$ cat config.mk
export PLATFORM = sky130hd
export DESIGN_NAME = calc1_port_responder
export DESIGN_NICKNAME = d
export VERILOG_FILES = /design/src/rtl/calc1_pkg.sv /design/src/rtl/calc1_alu.sv /design/src/rtl/calc1_port_responder.sv
export SDC_FILE = /design/constraint.sdc
export NUM_CORES = 1
export LEC_CHECK = 0
export ABC_AREA = 1
export BUFFER_PORTS_ARGS = -buffer_cell sky130_fd_sc_hd__buf_2
export CAP_MARGIN = 5
export CELL_PAD_IN_SITES_DETAIL_PLACEMENT = 0
export CELL_PAD_IN_SITES_GLOBAL_PLACEMENT = 1
export CORE_MARGIN = 2
export CORE_UTILIZATION = 46
export DETAILED_ROUTE_END_ITERATION = 8
export GPL_TIMING_DRIVEN = 0
export MAX_ROUTING_LAYER = met4
export PLACE_DENSITY_LB_ADDON = 0.25
export SYNTH_ARGS = -nofsm -noshare
export SYNTH_HDL_FRONTEND = slang
export SYNTH_SLANG_ARGS = --single-unit
$ cat constraint.sdc
create_clock -name c_clk -period 4.15 [get_ports c_clk]
set_input_delay 0.2075 -clock c_clk [delete_from_list [all_inputs] [get_ports c_clk]]
set_output_delay 0.2075 -clock c_clk [all_outputs]
set_load 0.02 [all_outputs]
$ cat src/rtl/calc1_pkg.sv
// Shared command/response codes and FSM state encoding for the calc1 responder.
package calc1_pkg;

  localparam int CMD_W = 4;
  localparam int RSP_W = 2;
  localparam int CNT_W = 4;

  localparam logic [CMD_W-1:0] CMD_NOP = 4'd0;
  localparam logic [CMD_W-1:0] CMD_ADD = 4'd1;
  localparam logic [CMD_W-1:0] CMD_SUB = 4'd2;
  localparam logic [CMD_W-1:0] CMD_LSH = 4'd5;
  localparam logic [CMD_W-1:0] CMD_RSH = 4'd6;

  localparam logic [RSP_W-1:0] RSP_NONE = 2'd0;
  localparam logic [RSP_W-1:0] RSP_SUCC = 2'd1;
  localparam logic [RSP_W-1:0] RSP_INOF = 2'd2;
  localparam logic [RSP_W-1:0] RSP_IERR = 2'd3;

  typedef enum logic [1:0] {
    ST_IDLE = 2'd0,
    ST_OP2  = 2'd1,
    ST_EXEC = 2'd2,
    ST_RESP = 2'd3
  } state_e;

endpackage

$ cat src/rtl/calc1_alu.sv
// Combinational calc1 ALU: arithmetic, overflow/underflow and invalid-command rules.
module calc1_alu
  import calc1_pkg::*;
#(
  parameter int DATA_W = 32
) (
  input  logic [CMD_W-1:0]  i_cmd,
  input  logic [DATA_W-1:0] i_op1,
  input  logic [DATA_W-1:0] i_op2,
  output logic [RSP_W-1:0]  o_resp,
  output logic [DATA_W-1:0] o_data
);

  logic [DATA_W:0]   w_sum;
  logic [4:0]        w_shamt;

  assign w_sum   = {1'b0, i_op1} + {1'b0, i_op2};
  assign w_shamt = i_op2[4:0];

  always_comb begin
    o_resp = RSP_INOF;
    o_data = '0;
    case (i_cmd)
      CMD_ADD: begin
        if (!w_sum[DATA_W]) begin
          o_resp = RSP_SUCC;
          o_data = w_sum[DATA_W-1:0];
        end
      end
      CMD_SUB: begin
        // Unsigned underflow is reported rather than wrapped.
        if (i_op2 <= i_op1) begin
          o_resp = RSP_SUCC;
          o_data = i_op1 - i_op2;
        end
      end
      CMD_LSH: begin
        o_resp = RSP_SUCC;
        o_data = i_op1 << w_shamt;
      end
      CMD_RSH: begin
        o_resp = RSP_SUCC;
        o_data = i_op1 >> w_shamt;
      end
      default: begin
        o_resp = RSP_INOF;
        o_data = '0;
      end
    endcase
  end

endmodule

$ cat src/rtl/calc1_port_responder.sv
// Single-port calc1 responder: command+op1, op2, fixed-latency one-cycle response.
// Optional macro CALC1_PROTO_CHECK_EN turns commands seen during EXEC into an internal-error response.
module calc1_port_responder
  import calc1_pkg::*;
#(
  parameter int LATENCY = 3,
  parameter int DATA_W  = 32
) (
  input  logic              c_clk,
  input  logic              reset,
  input  logic [CMD_W-1:0]  req_cmd_in,
  input  logic [DATA_W-1:0] req_data_in,
  output logic [RSP_W-1:0]  out_resp,
  output logic [DATA_W-1:0] out_data,
  output logic              busy
);

  state_e            r_state, w_state_nxt;
  logic [CMD_W-1:0]  r_cmd, w_cmd_nxt;
  logic [DATA_W-1:0] r_op1, w_op1_nxt;
  logic [DATA_W-1:0] r_op2, w_op2_nxt;
  logic [CNT_W-1:0]  r_cnt, w_cnt_nxt;
  logic [RSP_W-1:0]  r_resp, w_resp_nxt;
  logic [DATA_W-1:0] r_data, w_data_nxt;
  logic              r_viol, w_viol_nxt;
  logic              w_cmd_valid;
  logic              w_viol_hit;
  logic [RSP_W-1:0]  w_alu_resp;
  logic [DATA_W-1:0] w_alu_data;

  assign w_cmd_valid = (req_cmd_in != CMD_NOP);

`ifdef CALC1_PROTO_CHECK_EN
  assign w_viol_hit = (r_state == ST_EXEC) && w_cmd_valid;
`else
  assign w_viol_hit = 1'b0;
`endif

  calc1_alu #(.DATA_W(DATA_W)) u_alu (
    .i_cmd  (r_cmd),
    .i_op1  (r_op1),
    .i_op2  (r_op2),
    .o_resp (w_alu_resp),
    .o_data (w_alu_data)
  );

  always_comb begin
    w_state_nxt = r_state;
    w_cmd_nxt   = r_cmd;
    w_op1_nxt   = r_op1;
    w_op2_nxt   = r_op2;
    w_cnt_nxt   = r_cnt;
    w_resp_nxt  = r_resp;
    w_data_nxt  = r_data;
    w_viol_nxt  = r_viol;
    case (r_state)
      ST_IDLE: begin
        w_viol_nxt = 1'b0;
        if (w_cmd_valid) begin
          w_cmd_nxt   = req_cmd_in;
          w_op1_nxt   = req_data_in;
          w_state_nxt = ST_OP2;
        end
      end
      ST_OP2: begin
        w_op2_nxt   = req_data_in;
        w_cnt_nxt   = CNT_W'(LATENCY - 1);
        w_state_nxt = ST_EXEC;
      end
      ST_EXEC: begin
        w_viol_nxt = r_viol | w_viol_hit;
        if (r_cnt == '0) begin
          // A command on the registering edge itself still counts as a violation.
          if (r_viol || w_viol_hit) begin
            w_resp_nxt = RSP_IERR;
            w_data_nxt = '0;
          end else begin
            w_resp_nxt = w_alu_resp;
            w_data_nxt = w_alu_data;
          end
          w_state_nxt = ST_RESP;
        end else begin
          w_cnt_nxt = r_cnt - 1'b1;
        end
      end
      ST_RESP: begin
        w_resp_nxt = RSP_NONE;
        w_data_nxt = '0;
        w_viol_nxt = 1'b0;
        // The edge leaving RESP may already accept the next command.
        if (w_cmd_valid) begin
          w_cmd_nxt   = req_cmd_in;
          w_op1_nxt   = req_data_in;
          w_state_nxt = ST_OP2;
        end else begin
          w_state_nxt = ST_IDLE;
        end
      end
      default: w_state_nxt = ST_IDLE;
    endcase
  end

  always_ff @(posedge c_clk or negedge reset) begin
    if (!reset) begin
      r_state <= ST_IDLE;
      r_cmd   <= CMD_NOP;
      r_op1   <= '0;
      r_op2   <= '0;
      r_cnt   <= '0;
      r_resp  <= RSP_NONE;
      r_data  <= '0;
      r_viol  <= 1'b0;
    end else begin
      r_state <= w_state_nxt;
      r_cmd   <= w_cmd_nxt;
      r_op1   <= w_op1_nxt;
      r_op2   <= w_op2_nxt;
      r_cnt   <= w_cnt_nxt;
      r_resp  <= w_resp_nxt;
      r_data  <= w_data_nxt;
      r_viol  <= w_viol_nxt;
    end
  end

  assign out_resp = r_resp;
  assign out_data = r_data;
  assign busy     = (r_state != ST_IDLE);

endmodule

==> results.cfg, run 1 <==
[worst_setup_path]
worstPathMaxFanout = 10
critPathTopFamily = simple AND/OR/NAND/NOR gates
r2r_end = out_data[25]
critical_path_class = flip-flop to flip-flop
ff2ff_path_depth = 19
critical_path.max_stage_delay_ns = 0.65
path_buf_inv = 5
crit_slowest_cell = clkbuf_1
reg2reg_slack_ns = 0.40
cp.required_ns = 4.49
arrival_ns = 4.09
path_common_cell = nand2_1
crit-reg2reg-launch = r_op2[3]
cp-end-kind = flip-flop
path_depth = 19
critical_path.cell_chain = clkbuf_1 > inv_2 > clkbuf_1 > ha_1 > inv_2 > a21oi_2 > nand2_1 > nand2_1 > nand2_2 > nand2_1 > nand2_1 > nand2_2 > nand2_2 > nor2_4 > buf_4 > nand3_1 > nand3_1 > nand2_1 > nand2_1
cp-start-kind = flip-flop

[sta]
max_freq_ghz = 0.266
worst_slack_ns = 0.395
fin_worst_skew_ns = 0.0191
period_minus_slack_ns = 3.75
rsz0062_at_grt = no
finalCritPeriodShare_pct = 90.5
finalSetupViolations = 0
relSlewSlack_pct = 19.1
fin_tns_setup_ns = 0
worstMarginPinSlew_ns = 1.20
slew_viol_final = 0
whs_ns = 0.0335
hold_viol_final = 0

[hold_path]
min_to = r_op2[3]
min-delay-start = req_data_in[3]
min_path_type = input port to flip-flop
hold_depth = 3

[clock_network]
cts.repair.resized = 0
cts_buffers = 9
clkTransAtPathRegs_ns = 0.09
clkLatencyLatePin_ns = 0.41
cts_root_buffer = clkbuf_16
tritoncts = yes
cts_setup_buffers = 0
ctsLongestPathBuffers = 2
cts_max_level = 3
cts_sinks = 108

[synthesis]
synthesis.area_um2 = 13100
synth-seq-cells = 108
seq_area_frac_synth_pct = 20.7
syn-instance-count = 2351
syn_avg_cell_area_um2 = 5.56
synth-edff-count = 0
syn-num-nets = 2463
yosysUniqueCellTypes = 39
synth_top_area_share_pct = 25.2
yosys-top-cells-area = nand2_1 25%, dfrtp_1 21%, nand3_1 11%
synth_top_area_cell = nand2_1
yosys_warnings = 0
synthFlopType = dfrtp_1
async_flop_share_pct = 100

[grt]
overflow = 0
grt_pass1_wl_mm = 93.9
track_usage_pct = 44.0
antenna_found_initial = 1
grt_max_degree = 68
grt_pass1_vias = 15200

[floorplan]
die_h_um = 173
num_rows = 61
die_x_um = 173
initial_core_util_pct = 46.9
core_um2 = 27900
dieArea_um2 = 29800
io_pins = 73

[final_layout]
seq_area_um2 = 2700
multi_input_area_um2 = 8660
antenna_cells = 0
drive_above_1_share_pct = 7.66
nets = 2547
syn2layout_area_growth_pct = 9.02
fillers = 3065

[detailed_routing]
dr.first_iter.drc_count = 1860
postRouteAntennaNets = 0
drtPass1Iterations = 6
wl_per_cell_um = 22.5
drt_wl_total_mm = 63.4
vias = 16000
drcViolationCount = 0
avgViaCountPerCell = 5.69

[place]
place_congestion = 1.13
post-place-ws_ns = 0.328
dp_hpwl_mm = 51.8
io_buffers = 72

[run]
maxCapViolCount = 0

[status]
status = complete, no violations
-- tightest hold or removal path, stage by stage --
cell and delay, ns:
buf_2 0.09, nand2_1 0.04, o21ai_0 0.05
-- cell usage after synthesis (10+ instances only) --
cell type  number
o211ai_1       18
inv_1         316
xor2_1         21
mux2_2         21
dfrtp_1       108
nand2_2        11
ha_1           72
nand4_1        33
o21ai_0        80
and2_1         10
buf_2          40
a21oi_1        91
buf_1          10
nor3_1         10
nand2_1       878
nor2_1        231
clkbuf_1       49
nand3_1       295
-- cell families (layout without fill, tap and decap cells) --
logic type                 Yosys count  count (layout)  share of synthesized area, %
and+or+nand+nor                   1481            1481                          47.0
xor gates and xnor gates            22              22                          1.47
AOI/OAI and AO/OA                  211             211                          8.85
DFF                                108             108                          20.7
buffers and inverters              434             523                          13.0
adders and majority gates           74              74                          7.20
muxes                               21              21                          1.81
-- per-layer routing --
metal,vias up,global-route usage (%),part of all wire (%)
li1,7532,-,-
met5,-,-,0
met2,951,66.1,43
met1,7293,51.5,38
met4,0,35.5,9.9
met3,263,8.05,9.7
-- repair_timing --
action,CTS,global route
endpoints found under the setup margin,0,3
hold buffers,1,0
endpoints found under the hold margin,41,0
-- per-stage QoR --
step,area [µm²],utilization [%],std cells
CTS,14200,51.2,2819
global placement,13900,49.9,2801
global route,14200,51.1,2818
finish,14200,51.1,2818
floorplan,13100,-,2351
detailed placement,13900,50.0,2802
-- layout make-up --
class                           count  share of cell area [%]
Clock inverter                      6                   0.492
Timing Repair Buffer               74                    2.81
Sequential cell                   108                    19.0
Tap cell                          378                    3.32
Buffer                            104                    3.24
Inverter                          329                    8.67
Multi-Input combinational cell   1809                    60.8
Clock buffer                       10                    1.68
-- sequential cells by signal (all words and copies together) (netlist names) --
register,flops
r_op2,32
out_resp,2
r_cmd,4
r_cnt,4
r_state,2
out_data,32
r_op1,32
-- placed cells by master (no fill, tap or decap), types with 9 or more instances in the layout --
cell and count:
mux2_2 21, nor2_1 231, clkbuf_16 9, buf_1 9, nor3_1 10, and2_1 10
clkbuf_1 49, buf_2 111, nand3_1 295, nand2_2 11, xor2_1 21, o211ai_1 18
inv_2 9, ha_1 72, nand2_1 878, nand4_1 33, a21oi_1 91, o21ai_0 80
dfrtp_1 108, inv_1 316
-- worst max-delay path by stage --
stage                  start            to
detailed placement  r_op2[2]  out_data[25]
floorplan           r_op2[2]   out_data[2]
CTS                 r_op2[2]  out_data[25]
finish              r_op2[3]  out_data[25]
global route        r_op2[3]  out_data[21]
global placement    r_op2[2]  out_data[25]
Power of run 1 is not shown: default switching activity piles up to over one toggle a cycle in this logic, so the estimate is an artifact.
==> inputs of run 2 (changes only) <==
PLACE_DENSITY = 0.9   (was unset)
PLACE_DENSITY_LB_ADDON = unset   (was 0.25)
==> results.cfg, run 2 (synthesized netlist as in run 1, its figures left out) <==
[status]
status = complete, no violations

[detailed_routing]
postRouteAntennaNets = 0
dr.first_iter.drc_count = 2231
drcViolationCount = 0
drt_wl_total_mm = 61.4
drtPass1Iterations = 7
avgViaCountPerCell = 5.75
vias = 16200
wl_per_cell_um = 21.8

[worst_setup_path]
reg2reg_slack_ns = 0.20
critical_path_class = flip-flop to flip-flop
worstPathMaxFanout = 10
r2r_end = out_data[21]
critical_path.max_stage_delay_ns = 0.58
cp.required_ns = 4.47
path_common_cell = nand2_1
arrival_ns = 4.26
critical_path.cell_chain = clkbuf_1 > inv_2 > clkbuf_1 > ha_1 > inv_2 > a21oi_2 > nand2_1 > nand2_1 > nand2_2 > nand2_1 > nand2_1 > nand2_2 > nand2_2 > nor2_4 > buf_4 > nand3_1 > nand3_1 > nand2_1 > nand2_1
crit_slowest_cell = ha_1
crit-reg2reg-launch = r_op2[3]
ff2ff_path_depth = 19
cp-end-kind = flip-flop
cp-start-kind = flip-flop

[floorplan]
die_h_um = 173
core_um2 = 27900
io_pins = 73
num_rows = 61
initial_core_util_pct = 46.9
die_x_um = 173
dieArea_um2 = 29800

[sta]
worst_slack_ns = 0.204
max_freq_ghz = 0.253
hold_viol_final = 0
finalCritPeriodShare_pct = 95.1
slew_viol_final = 0
fin_tns_setup_ns = 0
rsz0062_at_grt = no
worstMarginPinSlew_ns = 1.23
fin_worst_skew_ns = 0.0168
period_minus_slack_ns = 3.95
relSlewSlack_pct = 17.2
finalSetupViolations = 0

[hold_path]
min_to = r_op2[12]
min-delay-start = req_data_in[12]
min_path_type = input port to flip-flop
hold_depth = 3

[final_layout]
final_common_cell = nand2_1
final_cell_mix = 878 x nand2_1, 316 x inv_1, 295 x nand3_1, 231 x nor2_1, 111 x buf_2
drive_above_1_share_pct = 7.66
nets = 2547
fillers = 3056
syn2layout_area_growth_pct = 9.04
final_util_pct = 51.1

[clock_network]
cts_setup_buffers = 0
cts_max_level = 3
cts_sinks = 108
cts_root_buffer = clkbuf_16
ctsLongestPathBuffers = 2
tritoncts = yes
clkLatencyLatePin_ns = 0.39
cts_buffers = 9
clkTransAtPathRegs_ns = 0.09

[grt]
overflow = 0
track_usage_pct = 42.0
grt_pass1_vias = 14900
grt_max_degree = 62
antenna_found_initial = 1
grt_pass1_wl_mm = 91.6

[place]
io_buffers = 72
dp_hpwl_mm = 50.8
place_congestion = 1.11
post-place-ws_ns = 0.269

[run]
maxCapViolCount = 0
-- run 2: cell types whose count changed in the layout (fill, tap and decap cells not counted), sizes merged --
| cell | delta |
|---|---|
| clkinvlp | -2 |
| bufinv | +1 |
| clkbuf | -1 |
| clkinv | +1 |
| diode | +1 |
| inv | +1 |
-- run 2: what timing repair did --
item | CTS | global route
hold buffers | 1 | 0
resized for setup | 0 | 0
endpoints found under the hold margin | 47 | 0
endpoints found under the setup margin | 0 | 8
-- run 2: per-stage QoR --
stage | hold slack [ns] | std cells | instance area (µm²)
after CTS | 0.0346 | 2819 | 14200
after floorplan | -0.0881 | 2351 | 13100
after detailed placement | 0.292 | 2802 | 13900
final | 0.0393 | 2819 | 14200
after global placement | 0.428 | 2801 | 13900
after global routing | 0.0576 | 2819 | 14200
-- run 2: worst max path at each step --
stage / start / to / slack [ns] / cells past startpoint
final: r_op2[3] / out_data[21] / 0.20 / 19
after global routing: r_op2[3] / out_data[21] / 0.13 / 19
after CTS: r_op2[2] / out_data[12] / 0.23 / 21
after detailed placement: r_op2[2] / out_data[17] / 0.27 / 21
after global placement: r_op2[2] / out_data[17] / 0.29 / 21
after floorplan: r_op2[2] / out_data[2] / 1.47 / 21
-- run 2: area by class of cell --
class                           instances  area, µm²  area share, %
Timing Repair Buffer                   74        400           2.81
Multi-Input combinational cell       1809       8660           60.8
Clock buffer                            9        225           1.58
Clock inverter                          7       83.8          0.588
Inverter                              329       1230           8.67
Buffer                                104        462           3.24
Antenna cell                            1       2.50         0.0176
Tap cell                              378        473           3.32
Sequential cell                       108       2700           19.0
-- run 2: critical path, delay by kind of cell, from the launching register on --
family	cells	cell delay, ns
AND/OR/NAND/NOR	12	1.41
buffers and inverters	5	1.31
adder cells (fa/ha/maj)	1	0.58
flip-flops	1	0.43
AO/OA/AOI/OAI	1	0.14
-- run 2: metal layers --
metal	share of wire, %	global-route usage, %
met3	11	9.74
met1	42	56.1
met5	0	-
met4	5.7	20.9
met2	41	59.4
Power of run 2 is left out for the same reason.
==> inputs of run 3 (changes only) <==
CORE_ASPECT_RATIO = 0.5   (was unset)
==> results.cfg, run 3 (synthesized netlist as in run 1, its figures left out) <==
[floorplan]
io_pins = 73
initial_core_util_pct = 47.0
dieArea_um2 = 29900
num_rows = 43
core_um2 = 27800
die_x_um = 242
die_h_um = 123

[worst_setup_path]
ff2ff_path_depth = 21
cp-start-kind = flip-flop
cp.required_ns = 4.42
crit-reg2reg-launch = r_op2[2]
path_buf_inv = 6
path_depth = 21
crit_start = r_op2[2]
arrival_ns = 4.25
crit_slowest_cell = buf_1
crit_path_end = out_data[27]
r2r_end = out_data[27]
cp-end-kind = flip-flop
worstPathMaxFanout = 10
reg2reg_slack_ns = 0.16
critical_path.max_stage_delay_ns = 0.72
path_common_cell = nand2_1
critPathTopFamily = buffers and inverters
critical_path.cell_chain = clkbuf_1 > clkinv_1 > buf_2 > buf_1 > ha_1 > buf_2 > nor2_1 > nand2_1 > nand2_1 > nand2_1 > nand2_2 > nand2_1 > nand2_1 > nand2_2 > nand2_2 > nor2_4 > buf_4 > nand3_1 > nand3_1 > nand2_1 > nand2_1
critical_path_class = flip-flop to flip-flop

[final_layout]
syn2layout_area_growth_pct = 8.83
final_common_cell = nand2_1
fillers = 3120
drive_above_1_share_pct = 7.62
nets = 2548
seq_area_um2 = 2700
final_cell_mix = 878 x nand2_1, 316 x inv_1, 295 x nand3_1, 231 x nor2_1, 111 x buf_2
multi_input_area_um2 = 8660
final_util_pct = 51.1
antenna_cells = 0

[grt]
top_usage_layer = met2
grt_pass1_wl_mm = 88.0
met2_usage_pct = 61.1
grt_pass1_vias = 14300
met1_usage_pct = 53.3
grt_max_degree = 56
track_usage_pct = 41.8
overflow = 0
use_met3_pct = 12.5
antenna_found_initial = 0

[sta]
fin_worst_skew_ns = 0.00907
finalCritPeriodShare_pct = 96.1
fin_tns_setup_ns = 0
hold_viol_final = 0
rsz0062_at_grt = no
relSlewSlack_pct = 5.54
worstMarginPinSlew_ns = 1.41
finalSetupViolations = 0
period_minus_slack_ns = 3.99
slew_viol_final = 0
max_freq_ghz = 0.251

[detailed_routing]
vias = 15700
drtPass1Iterations = 8
avgViaCountPerCell = 5.57
drcViolationCount = 0
drt_wl_total_mm = 60.5
dr.first_iter.drc_count = 1959
wl_per_cell_um = 21.4
postRouteAntennaNets = 0

[clock_network]
cts_buffers = 9
cts_max_level = 3
clkTransAtPathRegs_ns = 0.08
cts_root_buffer = clkbuf_16
tritoncts = yes
cts.repair.resized = 0
cts_sinks = 108
clkLatencyLatePin_ns = 0.38
ctsLongestPathBuffers = 2

[hold_path]
hold_depth = 3
min_path_type = input port to flip-flop

[run]
maxCapViolCount = 0

[status]
status = complete, no violations

[place]
io_buffers = 72
dp_hpwl_mm = 49.8
place_congestion = 1.05
## run 3: changes by cell type in the layout (fill, tap and decap cells not counted)
cell        previous run  this run
inv_8                  2         1
inv_6                  1         0
buf_1                  9        10
clkinv_4               2         3
bufinv_16              1         0
diode_2                1         0
clkinvlp_4             0         1
## run 3: per-layer routing
metal	vias to the layer above	routed length [µm]
li1	7520	-
met1	7230	25500
met2	819	24300
met3	141	7820
met4	0	2830
met5	-	0
## run 3: layout make-up
class	instances	area share, %
flip-flops and latches	108	19.0
repair buffers	74	2.82
multi-input cells	1809	60.9
clock inverters	6	0.352
well taps	382	3.36
clock buffers	9	1.58
inverters	329	8.68
plain buffers	105	3.27
## run 3: how the worst min path moves through the flow
stage,start,endpoint,slack (ns)
2_1_floorplan,reset,out_data[0],-0.09
3_3_place_gp,req_data_in[14],r_op2[14],0.43
3_5_place_dp,reset,r_op1[18],0.31
4_1_cts,req_data_in[12],r_op2[12],0.05
5_1_grt,req_data_in[2],r_op2[2],0.06
6_report,req_data_in[12],r_op2[12],0.05
## run 3: per-stage QoR
| stage | cells | instance area, µm² | hold WS (ns) | worst slack [ns] |
|---|---|---|---|---|
| 3_5_place_dp | 2806 | 13900 | 0.310 | 0.359 |
| 2_1_floorplan | 2351 | 13100 | -0.0881 | 1.47 |
| 6_report | 2822 | 14200 | 0.0547 | 0.163 |
| 4_1_cts | 2822 | 14200 | 0.0531 | 0.308 |
| 5_1_grt | 2822 | 14200 | 0.0608 | 0.0705 |
| 3_3_place_gp | 2805 | 13900 | 0.428 | 0.359 |
## run 3: what timing repair did
| item | CTS | global route |
|---|---|---|
| hold buffers | 1 | 0 |
| setup buffers | 0 | 0 |
| endpoints found under the hold margin | 54 | 0 |
## run 3: worst reg2reg max path: stages, from the launching register on
cell	delay, ns
dfrtp_1	0.40
clkbuf_1	0.18
clkinv_1	0.13
buf_2	0.28
buf_1	0.72
ha_1	0.37
buf_2	0.18
nor2_1	0.17
nand2_1	0.07
nand2_1	0.13
nand2_1	0.08
nand2_2	0.13
nand2_1	0.06
nand2_1	0.11
nand2_2	0.09
nand2_2	0.09
nor2_4	0.05
buf_4	0.19
nand3_1	0.09
nand3_1	0.16
nand2_1	0.13
nand2_1	0.05
Power of run 3 is left out for the same reason.
